File: src/rtl/tour_pkg.sv
// tour_pkg: sequencer states, heading codes and the knight-move decode.
// Shared by tour_move_seq; pure types and functions only.
package tour_pkg;

  typedef enum logic [2:0] {
    IDLE,
    FETCH,
    VERT,
    VERT_WAIT,
    HOR,
    HOR_WAIT
  } tour_state_t;

  localparam logic [7:0] HDG_N = 8'h00;
  localparam logic [7:0] HDG_S = 8'h7F;
  localparam logic [7:0] HDG_W = 8'h3F;
  localparam logic [7:0] HDG_E = 8'hBF;

  localparam logic [2:0] CMD_MOVE = 3'b010;

  // Returns {fanfare, heading, len}; non-one-hot input yields len 0.
  function automatic logic [12:0] move_decode(
    input logic [7:0] mv,
    input logic       is_hor
  );
    logic [7:0] hdg;
    logic [3:0] len;
    hdg = HDG_N;
    len = 4'd0;
    if (!is_hor) begin
      case (mv)
        8'h01, 8'h02: begin hdg = HDG_N; len = 4'd2; end
        8'h04, 8'h80: begin hdg = HDG_N; len = 4'd1; end
        8'h08, 8'h40: begin hdg = HDG_S; len = 4'd1; end
        8'h10, 8'h20: begin hdg = HDG_S; len = 4'd2; end
        default: ;
      endcase
    end else begin
      case (mv)
        8'h01, 8'h20: begin hdg = HDG_E; len = 4'd1; end
        8'h02, 8'h10: begin hdg = HDG_W; len = 4'd1; end
        8'h04, 8'h08: begin hdg = HDG_W; len = 4'd2; end
        8'h40, 8'h80: begin hdg = HDG_E; len = 4'd2; end
        default: ;
      endcase
    end
    return {(len == 4'd1), hdg, len};
  endfunction

endpackage

File: src/rtl/tour_move_seq.sv
// tour_move_seq: knight-tour command sequencer muxed with the UART path.
// Optional per-component watchdog is enabled by defining TOUR_WDOG_EN.
module tour_move_seq
  import tour_pkg::*;
#(
  parameter int         NUM_MOVES = 24,
  parameter int         IDX_W     = $clog2(NUM_MOVES),
  parameter logic [7:0] RESP_UART = 8'hA5,
  parameter logic [7:0] RESP_TOUR = 8'h5A,
  parameter int         WDOG_CYC  = 25_000_000
) (
  input  logic             clk,
  input  logic             rst_n,
  input  logic             start_tour,
  input  logic             abort,
  input  logic [7:0]       move,
  output logic [IDX_W-1:0] mv_indx,
  input  logic [15:0]      cmd_UART,
  input  logic             cmd_rdy_UART,
  output logic [15:0]      cmd,
  output logic             cmd_rdy,
  input  logic             clr_cmd_rdy,
  input  logic             send_resp,
  output logic [7:0]       resp,
  output logic             tour_busy,
  output logic             tour_done,
  output logic             tour_err
);

  tour_state_t      state_q, state_d;
  logic [IDX_W-1:0] idx_q, idx_d;
  logic [7:0]       mv_q, mv_d;
  logic             err_q, err_d;
  logic             done_q, done_d;
  logic             pend_q, pend_d;
  logic             tour_rdy;
  logic             is_hor;
  logic             last_mv;
  logic             wdog_to;
  logic [15:0]      tour_cmd;

`ifdef TOUR_WDOG_EN
  localparam int WdW = $clog2(WDOG_CYC);
  logic [WdW-1:0] wdog_q, wdog_d;

  // Entry to a wait state is always from VERT/HOR, where it is held at 0.
  always_comb begin
    wdog_d = '0;
    if (state_q == VERT_WAIT || state_q == HOR_WAIT)
      wdog_d = wdog_q + 1'b1;
  end

  always_ff @(posedge clk or negedge rst_n) begin
    if (!rst_n) wdog_q <= '0;
    else        wdog_q <= wdog_d;
  end

  assign wdog_to = (wdog_q == WdW'(WDOG_CYC - 1));
`else
  assign wdog_to = 1'b0;
`endif

  assign last_mv = (idx_q == IDX_W'(NUM_MOVES - 1));

  always_comb begin
    state_d  = state_q;
    idx_d    = idx_q;
    mv_d     = mv_q;
    err_d    = err_q;
    done_d   = 1'b0;
    pend_d   = pend_q | abort;
    tour_rdy = 1'b0;
    unique case (state_q)
      IDLE: begin
        if (start_tour) begin
          idx_d   = '0;
          err_d   = 1'b0;
          state_d = FETCH;
        end
      end
      FETCH: begin
        mv_d    = move;
        state_d = pend_q ? IDLE : VERT;
      end
      VERT: begin
        if (pend_q) begin
          state_d = IDLE;
        end else if (!$onehot(mv_q)) begin
          err_d   = 1'b1;
          state_d = IDLE;
        end else begin
          tour_rdy = 1'b1;
          if (clr_cmd_rdy) state_d = VERT_WAIT;
        end
      end
      VERT_WAIT: begin
        if (send_resp) begin
          state_d = pend_q ? IDLE : HOR;
        end else if (wdog_to) begin
          err_d   = 1'b1;
          state_d = IDLE;
        end
      end
      HOR: begin
        if (pend_q) begin
          state_d = IDLE;
        end else begin
          tour_rdy = 1'b1;
          if (clr_cmd_rdy) state_d = HOR_WAIT;
        end
      end
      HOR_WAIT: begin
        if (send_resp) begin
          if (pend_q) begin
            state_d = IDLE;
          end else if (last_mv) begin
            done_d  = 1'b1;
            state_d = IDLE;
          end else begin
            idx_d   = idx_q + 1'b1;
            state_d = FETCH;
          end
        end else if (wdog_to) begin
          err_d   = 1'b1;
          state_d = IDLE;
        end
      end
      default: state_d = IDLE;
    endcase
    // A pending abort never outlives the tour, nor is one taken in IDLE.
    if (state_q == IDLE || state_d == IDLE) pend_d = 1'b0;
  end

  always_ff @(posedge clk or negedge rst_n) begin
    if (!rst_n) begin
      state_q <= IDLE;
      idx_q   <= '0;
      mv_q    <= '0;
      err_q   <= 1'b0;
      done_q  <= 1'b0;
      pend_q  <= 1'b0;
    end else begin
      state_q <= state_d;
      idx_q   <= idx_d;
      mv_q    <= mv_d;
      err_q   <= err_d;
      done_q  <= done_d;
      pend_q  <= pend_d;
    end
  end

  assign is_hor    = (state_q == HOR) || (state_q == HOR_WAIT);
  assign tour_cmd  = {CMD_MOVE, move_decode(mv_q, is_hor)};
  assign tour_busy = (state_q != IDLE);

  assign cmd       = tour_busy ? tour_cmd  : cmd_UART;
  assign cmd_rdy   = tour_busy ? tour_rdy  : cmd_rdy_UART;
  assign resp      = tour_busy ? RESP_TOUR : RESP_UART;
  assign mv_indx   = idx_q;
  assign tour_done = done_q;
  assign tour_err  = err_q;

endmodule

File: config.mk
export PLATFORM = sky130hd
export DESIGN_NAME = tour_move_seq
export DESIGN_NICKNAME = d
export VERILOG_FILES = /design/src/rtl/tour_pkg.sv /design/src/rtl/tour_move_seq.sv
export SDC_FILE = /design/constraint.sdc
export NUM_CORES = 1
export LEC_CHECK = 0
export BUFFER_PORTS_ARGS = -buffer_cell sky130_fd_sc_hd__buf_2
export CAP_MARGIN = 5
export CELL_PAD_IN_SITES_DETAIL_PLACEMENT = 1
export CELL_PAD_IN_SITES_GLOBAL_PLACEMENT = 2
export CORE_UTILIZATION = 27
export CTS_CLUSTER_DIAMETER = 50
export DETAILED_ROUTE_END_ITERATION = 10
export HOLD_SLACK_MARGIN = 0.06
export PLACE_DENSITY_LB_ADDON = 0.1
export SLEW_MARGIN = 20
export SYNTH_ARGS = -nofsm -noshare
export SYNTH_HDL_FRONTEND = slang
export SYNTH_SLANG_ARGS = --single-unit
export TNS_END_PERCENT = 1
File: constraint.sdc
create_clock -name clk -period 3.8 [get_ports clk]
set_input_delay 0.19 -clock clk [delete_from_list [all_inputs] [get_ports clk]]
set_output_delay 0.19 -clock clk [all_outputs]
set_load 0.05 [all_outputs]
**Word level (Yosys, flattened, before mapping)**

Cells that the tools add are included.

- Register bits: 19
- Output and inout port bits: 33
- Bits in latches: 0
- RAM bits: 0
- Memories: 0
- Memory bits (read-only): 0

- Equality and inequality tests: 22
- Multipliers: 0
- Divide/modulo/power cells: 0
- Reduce and logical (&&, ||, !) cells: 14
- $lt $le $gt $ge: 0
- Multiplexer cells: 40
- Shifts and indexed selects: 0
- Bitwise logic cells: 1
- Add/sub/neg operators: 8

Operator list:

| cell | number |
|---|---|
| $mux 3 | 9 |
| $mux 5 | 4 |
| $reduce_or 4->1 | 5 |
| $pmux 3 s6 | 1 |
| $mux 16 | 1 |
| $mux 8 | 2 |
| $pmux 8 s2 | 1 |
| $mux 1 | 14 |
| $ne 2x2->1 const B | 6 |
| $pmux 5 s2 | 1 |
| $add 1x1->2 | 4 |
| $eq 4x1->1 const B | 2 |
| $eq 8x1->1 const B | 1 |
| $eq 8x2->1 const B | 1 |
| $eq 8x3->1 const B | 1 |
| $eq 8x4->1 const B | 1 |
| $eq 8x5->1 const B | 1 |
| $eq 8x6->1 const B | 1 |
| $eq 8x7->1 const B | 1 |
| $eq 8x8->1 const B | 1 |
| $pmux 2 s2 | 2 |
| $mux 7 | 1 |
| $add 2x2->3 | 2 |
| $eq 3x2->1 const B | 2 |
| other kinds (15) | 20 |

**Longest topological paths before layout**

Gate-level depths: netlist of run 1.

- Depth after elaboration: 10
- Depth in mapped cells: 13

**Worst setup path after synthesis of run 1**

OpenSTA, ideal clock, no wires.

- Kind: reg-to-output
- From: register mv_q[3]
- To: output cmd_rdy
- Cell stages (with the launch flop): 13
- Path slack: -96 ps
- Arrival: 3706 ps
- Required time: 3610 ps
- Cells stage by stage: dfrtp_1 > inv_1 > fa_1 > fa_1 > fa_1 > inv_1 > ha_1 > inv_1 > fa_1 > and4b_1 > a21oi_1 > o32a_1 > nor2_1

- Cells in the longest elaborated chain, start to end: 8

RTL lines:

| item | line | source |
|---|---|---|
| from (decl) | tour_move_seq.sv:32 | `logic [7:0] mv_q, mv_d;` |
| from (signal assigned) | tour_move_seq.sv:145 | `mv_q <= mv_d;` |
| $add 1x1->2 (implied by the code) | tour_move_seq.sv:88 | `end else if (!$onehot(mv_q)) begin` |
| $add 2x2->3 (implied by the code) | tour_move_seq.sv:88 |  |
| $add 3x3->4 (implied by the code) | tour_move_seq.sv:88 |  |
| $eq 4x1->1 | tour_move_seq.sv:88 |  |
| $mux 1 | tour_move_seq.sv:88 |  |
| $mux 1 | tour_move_seq.sv:86 | `if (pend_q) begin` |
| $pmux 1 s2 | tour_move_seq.sv:73 | `unique case (state_q)` |
| $mux 1 | tour_move_seq.sv:157 | `assign cmd_rdy = tour_busy ? tour_rdy : cmd_rdy_UART;` |
| to (decl) | tour_move_seq.sv:21 | `output logic cmd_rdy,` |

No other way between the ends.

**Worst setup path in the final report of run 1**

- From: register mv_q[0]
- To: output cmd_rdy

The elaborated chain is that of the path after synthesis.

==> results of run 1 <==
## cells by family after synthesis
logic type / after synthesis / share of synthesized area (%)
compound gates: 45 / 19.1
xor+xnor: 6 / 3.33
fa+ha+maj: 11 / 10.6
buf+inv: 38 / 11.3
flops: 19 / 30.1
mux: 3 / 1.98
simple gates: 61 / 23.6
## tightest hold or removal path: cells and delay by family
kind	cells	cell delay, ns
compound gates	1	0.06
buf+inv	1	0.07
simple gates	1	0.03
## placed cells by master, fill, tap and decap left out, drive strengths merged, types with 4 or more instances in the layout
cell type	instances
a21o	8
a21oi	10
and2	5
buf	68
clkbuf	4
dfrtp	19
fa	4
ha	7
inv	22
nand2	16
nor2	6
nor3	9
o21ai	14
xnor2	6
## state kept, by name (all words and copies together) (netlist names)
signal / count
mv_q: 8
tour_done: 1
mv_indx: 5
tour_err: 1
state_q: 3
pend_q: 1
## through the flow
stage	TNS (ns)	cell area, um2	utilization [%]	setup WS (ns)	hold WS (ns)
floorplan	0	1580	-	0.120	-0.106
global placement	0	1920	34.5	0.106	0.164
detailed placement	0	1920	34.5	0.0212	0.176
CTS	-0.175	1990	35.7	-0.175	0.143
global route	-0.321	2010	36.0	-0.321	0.168
finish	-0.118	2010	36.0	-0.118	0.143
## layout make-up
class | count | area [um2] | share of cell area, %
Multi-Input combinational cell | 126 | 945 | 47.1
Sequential cell | 19 | 475 | 23.7
Clock buffer | 4 | 45.0 | 2.24
Inverter | 22 | 82.6 | 4.11
Tap cell | 72 | 90.1 | 4.49
Timing Repair Buffer | 69 | 369 | 18.4
## path summary, 6_finish.rpt
kind	start	depth (start not counted)	endpoint	slack (ns)
setup / recovery	mv_q[0]	13	cmd_rdy	-0.12
hold / removal	move[7]	3	mv_q[7]	0.14
setup reg to reg	mv_q[0]	13	pend_q	0.21
hold reg to reg	tour_err	1	tour_err	0.51
max in group asynchronous	rst_n	2	mv_q[7]	3.07
min in group asynchronous	rst_n	2	mv_indx[4]	0.41
## routing by layer
layer	share of wire [%]	GRT usage [%]	wire, um	vias up
li1	-	-	-	739
met1	49	20.6	2220	719
met2	45	28.2	2070	45
met3	5.1	2.33	231	5
met4	1.1	4.44	48	0
met5	0	0	0	-
## repair_timing
action | in CTS | in global routing
hold buffers | 1 | 0
buffers inserted | 1 | 0
hold endpoints to repair | 19 | 0
endpoints found under the setup margin | 1 | 2
gates resized for setup | 4 | 5
==> impl_results.html, run 1 <==
<table>
<tr><th>Metric</th><th>Value</th></tr>
<tr><th colspan="2">Timing</th></tr>
<tr><td>Min Clock Period, post-route</td><td>between 3 and 4 ns</td></tr>
<tr><td>Finish-stage setup viols</td><td>1</td></tr>
<tr><td>Final worst slack</td><td>-0.118 ns</td></tr>
<tr><td>Slew at the pin with the worst max-slew slack</td><td>about 0.6 ns</td></tr>
<tr><td>Maximum clock skew at final layout</td><td>around 0.0052 ns</td></tr>
<tr><td>Top achievable clock speed</td><td>between 0.2 and 0.3 GHz</td></tr>
<tr><td>Final Slew Violations</td><td>0</td></tr>
<tr><td>Worst slew margin</td><td>59.4%</td></tr>
<tr><td>Final clock period utilization by the worst path</td><td>103%</td></tr>
<tr><td>Setup repair after global routing missed its margin</td><td>yes</td></tr>
<tr><td>Hold Violations, Final</td><td>0</td></tr>
<tr><th colspan="2">Logic synthesis</th></tr>
<tr><td>Top FF cell, synth</td><td>dfrtp_1</td></tr>
<tr><td>Count of cell types in the netlist</td><td>47</td></tr>
<tr><td>Synthesized area</td><td>1580 um2</td></tr>
<tr><td>Most numerous cell in the Yosys netlist</td><td>inv_1</td></tr>
<tr><td>Share of async-settable or async-resettable flops after synthesis</td><td>100%</td></tr>
<tr><td>Proportion of synthesized chip area in sequential cells</td><td>a little under a third</td></tr>
<tr><td>Yosys top cell by area</td><td>dfrtp_1</td></tr>
<tr><td>Top cell types by occurrence after synthesis</td><td>inv_1, dfrtp_1, nand2_1, o21ai_0, a21oi_1</td></tr>
<tr><td>Yosys warns</td><td>0</td></tr>
<tr><td>Number of flops mapped to enable cells by yosys</td><td>0</td></tr>
<tr><td>Synth Register Bits</td><td>19</td></tr>
<tr><td>Number of nets produced by synthesis</td><td>225</td></tr>
<tr><td>Avg Inst Size Synth</td><td>around 8.6 um2</td></tr>
<tr><td>Area share of the leading cell type in the synthesized netlist</td><td>between 30% and 40%</td></tr>
<tr><td>Ranking of synthesized cells by area</td><td>dfrtp_1, ha_1, inv_1</td></tr>
<tr><td>Mapped Cells</td><td>about 180</td></tr>
<tr><th colspan="2">Routing</th></tr>
<tr><td>DRC marker count from the first detailed-route iteration</td><td>60</td></tr>
<tr><td>Overall routed net length</td><td>approximately 4600 um</td></tr>
<tr><td>Detailed-router iteration count before antenna repair</td><td>4</td></tr>
<tr><td>Post-detailed-route wirelength per cell</td><td>~15 um</td></tr>
<tr><td>Vias</td><td>approximately 1500</td></tr>
<tr><td>Antenna viol nets, final</td><td>0</td></tr>
<tr><td>Count of unresolved DRC violations after routing</td><td>0</td></tr>
<tr><td>Via-to-Cell Ratio</td><td>4.83</td></tr>
<tr><th colspan="2">Clocking</th></tr>
<tr><td>Clock transition at the register clock pins on the worst setup and hold paths after CTS</td><td>0.07 ns</td></tr>
<tr><td>Sink Count</td><td>19</td></tr>
<tr><td>Cts bufs inserted</td><td>3</td></tr>
<tr><td>TritonCTS clock tree</td><td>done</td></tr>
<tr><td>Clock H-tree levels</td><td>1</td></tr>
<tr><td>Root Driver</td><td>clkbuf_8</td></tr>
<tr><td>Worst-case clock buffer depth</td><td>2</td></tr>
<tr><td>Clock latency on the worst-skew pair</td><td>about 0.26 ns</td></tr>
<tr><th colspan="2">Run status</th></tr>
<tr><td>Result of the run</td><td>complete, but fails checks</td></tr>
<tr><td>Violated checks</td><td>setup timing</td></tr>
<tr><th colspan="2">Global route</th></tr>
<tr><td>Total routing resource utilization after global routing</td><td>~16%</td></tr>
<tr><td>Aggregate global routing overflow</td><td>0</td></tr>
<tr><td>Global-route wire length before repair</td><td>approximately 7800 um</td></tr>
<tr><td>Largest net degree at the start of global routing</td><td>20</td></tr>
<tr><td>Antenna violations before repair</td><td>0</td></tr>
<tr><td>Via count of the first global-routing pass</td><td>about 1600</td></tr>
<tr><th colspan="2">Layout</th></tr>
<tr><td>Final nets</td><td>about 280</td></tr>
<tr><td>Share of final-layout standard cells stronger than drive strength 1</td><td>roughly 36%</td></tr>
<tr><td>Layout Area Growth over Synthesis</td><td>27.1%</td></tr>
<tr><td>Ant. Diodes</td><td>0</td></tr>
<tr><td>Fin cells</td><td>312</td></tr>
<tr><td>Filler cell count</td><td>roughly 680</td></tr>
<tr><th colspan="2">Setup path</th></tr>
<tr><td>Startpoint type of the worst setup path</td><td>flip-flop</td></tr>
<tr><td>Critical Path RT</td><td>~3.6 ns</td></tr>
<tr><td>Critical Path Most Common Cell</td><td>fa_1</td></tr>
<tr><td>CP max-delay cell</td><td>fa_1</td></tr>
<tr><td>Endpoint class of the critical path</td><td>output port</td></tr>
<tr><td>Type of the setup path with the least slack</td><td>reg -&gt; out</td></tr>
<tr><td>Worst path bufs/invs</td><td>4</td></tr>
<tr><td>CP Max Fanout</td><td>4</td></tr>
<tr><td>Cell family with most CP delay</td><td>adder cells</td></tr>
<tr><td>Data arrival time at the worst-slack endpoint</td><td>between 3 and 4 ns</td></tr>
<tr><td>Largest stage delay, worst path</td><td>between 0.5 and 0.6 ns</td></tr>
<tr><td>Cell chain of the critical path</td><td>inv_2 -&gt; fa_1 -&gt; fa_1 -&gt; fa_1 -&gt; inv_2 -&gt; ha_4 -&gt; inv_2 -&gt; fa_1 -&gt; and4b_1 -&gt; a21oi_2 -&gt; o32a_1 -&gt; nor2_2 -&gt; buf_6</td></tr>
<tr><th colspan="2">Hold path</th></tr>
<tr><td>Type of the tightest min-delay check</td><td>in -&gt; reg</td></tr>
<tr><th colspan="2">Die</th></tr>
<tr><td>Full die area</td><td>6160 um2</td></tr>
<tr><td>Core box area</td><td>roughly 5600 um2</td></tr>
<tr><td>Initial Util</td><td>28.3%</td></tr>
<tr><td>Number of cell rows</td><td>27</td></tr>
<tr><td>Top-Level Pins</td><td>64</td></tr>
<tr><td>Height of the die</td><td>between 70 and 80 um</td></tr>
<tr><td>Chip Width</td><td>78.5 um</td></tr>
<tr><th colspan="2">Placement</th></tr>
<tr><td>Number of cells after detailed placement</td><td>a little over 300</td></tr>
<tr><td>Detailed Place HPWL</td><td>between 3000 and 4000 um</td></tr>
<tr><td># port buffers</td><td>63</td></tr>
<tr><td>Routability-driven placement congestion ratio</td><td>~0.79</td></tr>
<tr><th colspan="2">Job</th></tr>
<tr><td>MaxCap Viol Count</td><td>0</td></tr>
</table>
Power of run 1 is left out: the tool's default activity adds up to more than one toggle a clock period on the data nets, which glitch-free logic cannot reach.
==> inputs of run 2 (changes only) <==
--- a/config.mk
+++ b/config.mk
@@ -9,7 +9,7 @@
 export CAP_MARGIN = 5
 export CELL_PAD_IN_SITES_DETAIL_PLACEMENT = 1
 export CELL_PAD_IN_SITES_GLOBAL_PLACEMENT = 2
-export CORE_UTILIZATION = 27
+export CORE_UTILIZATION = 29
 export CTS_CLUSTER_DIAMETER = 50
 export DETAILED_ROUTE_END_ITERATION = 10
 export HOLD_SLACK_MARGIN = 0.06
==> constraint.sdc (replaced) <==
create_clock -name clk -period 4.95 [get_ports clk]
set_input_delay 0.2475 -clock clk [delete_from_list [all_inputs] [get_ports clk]]
set_output_delay 0.2475 -clock clk [all_outputs]
set_load 0.05 [all_outputs]
==> run 2 against run 1 <==
  * The flow now finishes without violations
  * Via count fell by 1.7%
  * Setup slack improved by 0.95 ns
  * Non-clock buffer count fell by 4
  * Clock skew fell by 0.0039 ns
  * Final area fell by 2.9%
  * Sequential share of layout area rose by 0.70 points
  * Global-route usage fell by 1.2 points
  * Worst hold slack improved by 0.049 ns
  * Wire length fell by 8.6%
  * Critical path depth did not move
==> impl_results.html, run 2 (same netlist as run 1, synthesis figures left out) <==
<table>
<tr><th>Metric</th><th>Value</th></tr>
<tr><th colspan="2">Global route</th></tr>
<tr><td>Total routing resource utilization after global routing</td><td>about 15%</td></tr>
<tr><td>Via count of the first global-routing pass</td><td>1432</td></tr>
<tr><td>Global-route wire length before repair</td><td>approximately 6500 um</td></tr>
<tr><td>Aggregate global routing overflow</td><td>0</td></tr>
<tr><td>Antenna violations before repair</td><td>0</td></tr>
<tr><td>Largest net degree at the start of global routing</td><td>29</td></tr>
<tr><th colspan="2">Die</th></tr>
<tr><td>Height of the die</td><td>around 76 um</td></tr>
<tr><td>Core box area</td><td>between 5000 and 6000 um2</td></tr>
<tr><td>Top-Level Pins</td><td>64</td></tr>
<tr><td>Initial Util</td><td>roughly 31%</td></tr>
<tr><td>Number of cell rows</td><td>26</td></tr>
<tr><td>Chip Width</td><td>between 70 and 80 um</td></tr>
<tr><td>Full die area</td><td>5740 um2</td></tr>
<tr><th colspan="2">Layout</th></tr>
<tr><td>Most frequent cells in the layout</td><td>buf_2, inv_1, dfrtp_1</td></tr>
<tr><td>Final nets</td><td>279</td></tr>
<tr><td>Most common library cell in the layout ignoring fill and taps</td><td>buf_2</td></tr>
<tr><td>Layout Utilization</td><td>between 30% and 40%</td></tr>
<tr><td>Share of final-layout standard cells stronger than drive strength 1</td><td>31.8%</td></tr>
<tr><td>Ant. Diodes</td><td>0</td></tr>
<tr><td>Layout Area Growth over Synthesis</td><td>23.5%</td></tr>
<tr><td>Biggest register</td><td>mv_q</td></tr>
<tr><td>Filler cell count</td><td>650</td></tr>
<tr><td>Fin cells</td><td>306</td></tr>
<tr><td>Number of flip-flops in the largest register</td><td>8</td></tr>
<tr><th colspan="2">Timing</th></tr>
<tr><td>Hold Violations, Final</td><td>0</td></tr>
<tr><td>Setup repair after global routing missed its margin</td><td>no</td></tr>
<tr><td>Tightest hold margin</td><td>0.192 ns</td></tr>
<tr><td>Finish-stage setup viols</td><td>0</td></tr>
<tr><td>Top achievable clock speed</td><td>0.243 GHz</td></tr>
<tr><td>Min Clock Period, post-route</td><td>between 4 and 5 ns</td></tr>
<tr><td>Final Slew Violations</td><td>0</td></tr>
<tr><td>Worst slew margin</td><td>44.1%</td></tr>
<tr><td>Final clock period utilization by the worst path</td><td>a little over four fifths</td></tr>
<tr><td>Slew at the pin with the worst max-slew slack</td><td>around 0.84 ns</td></tr>
<tr><td>Total Negative Setup Slacks</td><td>0 ns</td></tr>
<tr><td>Maximum clock skew at final layout</td><td>~0.0014 ns</td></tr>
<tr><th colspan="2">Clocking</th></tr>
<tr><td>Clock transition at the register clock pins on the worst setup and hold paths after CTS</td><td>roughly 0.070 ns</td></tr>
<tr><td>Sink Count</td><td>19</td></tr>
<tr><td>Clock latency on the worst-skew pair</td><td>0.26 ns</td></tr>
<tr><td>Root Driver</td><td>clkbuf_8</td></tr>
<tr><td>Worst-case clock buffer depth</td><td>2</td></tr>
<tr><td>Clock H-tree levels</td><td>1</td></tr>
<tr><td>Cts bufs inserted</td><td>3</td></tr>
<tr><td>Number of cells upsized or downsized after cts</td><td>0</td></tr>
<tr><td>TritonCTS clock tree</td><td>done</td></tr>
<tr><th colspan="2">Routing</th></tr>
<tr><td>Via-to-Cell Ratio</td><td>4.85</td></tr>
<tr><td>Count of unresolved DRC violations after routing</td><td>0</td></tr>
<tr><td>Antenna viol nets, final</td><td>0</td></tr>
<tr><td>DRC marker count from the first detailed-route iteration</td><td>22</td></tr>
<tr><td>Detailed-router iteration count before antenna repair</td><td>4</td></tr>
<tr><td>Vias</td><td>around 1500</td></tr>
<tr><td>Post-detailed-route wirelength per cell</td><td>around 14 um</td></tr>
<tr><td>Overall routed net length</td><td>4180 um</td></tr>
<tr><th colspan="2">Setup path</th></tr>
<tr><td>Endpoint class of the critical path</td><td>output port</td></tr>
<tr><td>Critical Path RT</td><td>4.70 ns</td></tr>
<tr><td>Data arrival time at the worst-slack endpoint</td><td>~3.9 ns</td></tr>
<tr><td>Worst r2r src</td><td>mv_q[1]</td></tr>
<tr><td>CP Max Fanout</td><td>4</td></tr>
<tr><td>Setup crit start</td><td>mv_q[1]</td></tr>
<tr><td>Startpoint type of the worst setup path</td><td>flip-flop</td></tr>
<tr><td>Type of the setup path with the least slack</td><td>reg -&gt; out</td></tr>
<tr><td>Register-to-register setup slack</td><td>around 1.3 ns</td></tr>
<tr><th colspan="2">Hold path</th></tr>
<tr><td>Type of the tightest min-delay check</td><td>in -&gt; reg</td></tr>
<tr><td>Launch point of the worst hold path</td><td>move[0]</td></tr>
<tr><th colspan="2">Placement</th></tr>
<tr><td>Routability-driven placement congestion ratio</td><td>approximately 0.8</td></tr>
<tr><td># port buffers</td><td>63</td></tr>
<tr><td>Number of cells after detailed placement</td><td>301</td></tr>
<tr><td>Detailed Place HPWL</td><td>between 3000 and 4000 um</td></tr>
<tr><th colspan="2">Run status</th></tr>
<tr><td>Result of the run</td><td>completed</td></tr>
<tr><th colspan="2">Job</th></tr>
<tr><td>MaxCap Viol Count</td><td>0</td></tr>
</table>
## run 2: cell types whose count changed in the layout (fill, tap and decap cells not counted), sizes merged
| cell | delta |
|---|---|
| buf | -4 |
## run 2: metrics by stage
stage                     setup slack, ns  instance area, um2
after CTS                           0.799                1950
final                               0.828                1950
after floorplan                     0.997                1580
after global placement               1.16                1890
after global routing                0.615                1950
after detailed placement             1.10                1890
## run 2: worst paths after layout
kind | endpoint | depth (start not counted)
worst min register to register | tour_err | 1
worst max-delay path | cmd_rdy | 13
worst min-delay path | mv_q[0] | 3
max in group asynchronous | mv_q[5] | 2
worst max register to register | pend_q | 13
min in group asynchronous | mv_indx[2] | 2
## run 2: layout make-up
cell class              instances  area [um2]  area share, %
multi-input cells             126         926           47.5
flip-flops and latches         19         475           24.4
repair buffers                 65         333           17.1
well taps                      70        87.6           4.49
inverters                      22        82.6           4.24
clock buffers                   4        45.0           2.31
## run 2: timing repair
action,in CTS,in global routing
hold endpoints to repair,19,0
setup buffers,0,0
hold buffers,1,0
## run 2: critical path, cell delays in order (launching register included)
cell and delay (ns):
dfrtp_1 0.40, inv_1 0.14, fa_1 0.45, fa_1 0.51, fa_1 0.41, inv_1 0.06
ha_1 0.15, inv_1 0.05, fa_1 0.50, and4b_1 0.20, a21oi_1 0.10, o32a_1 0.30
nor2_1 0.08, buf_2 0.27
## run 2: routing by layer
layer	vias up	track usage, %	part of all wire [%]	wire length, um
li1	724	-	-	-
met1	699	19.0	46	1920
met2	55	26.3	46	1910
met3	5	2.38	7.3	304
met4	0	4.32	0.96	40
met5	-	0	0	0
Power of run 2 is left out for the same reason.
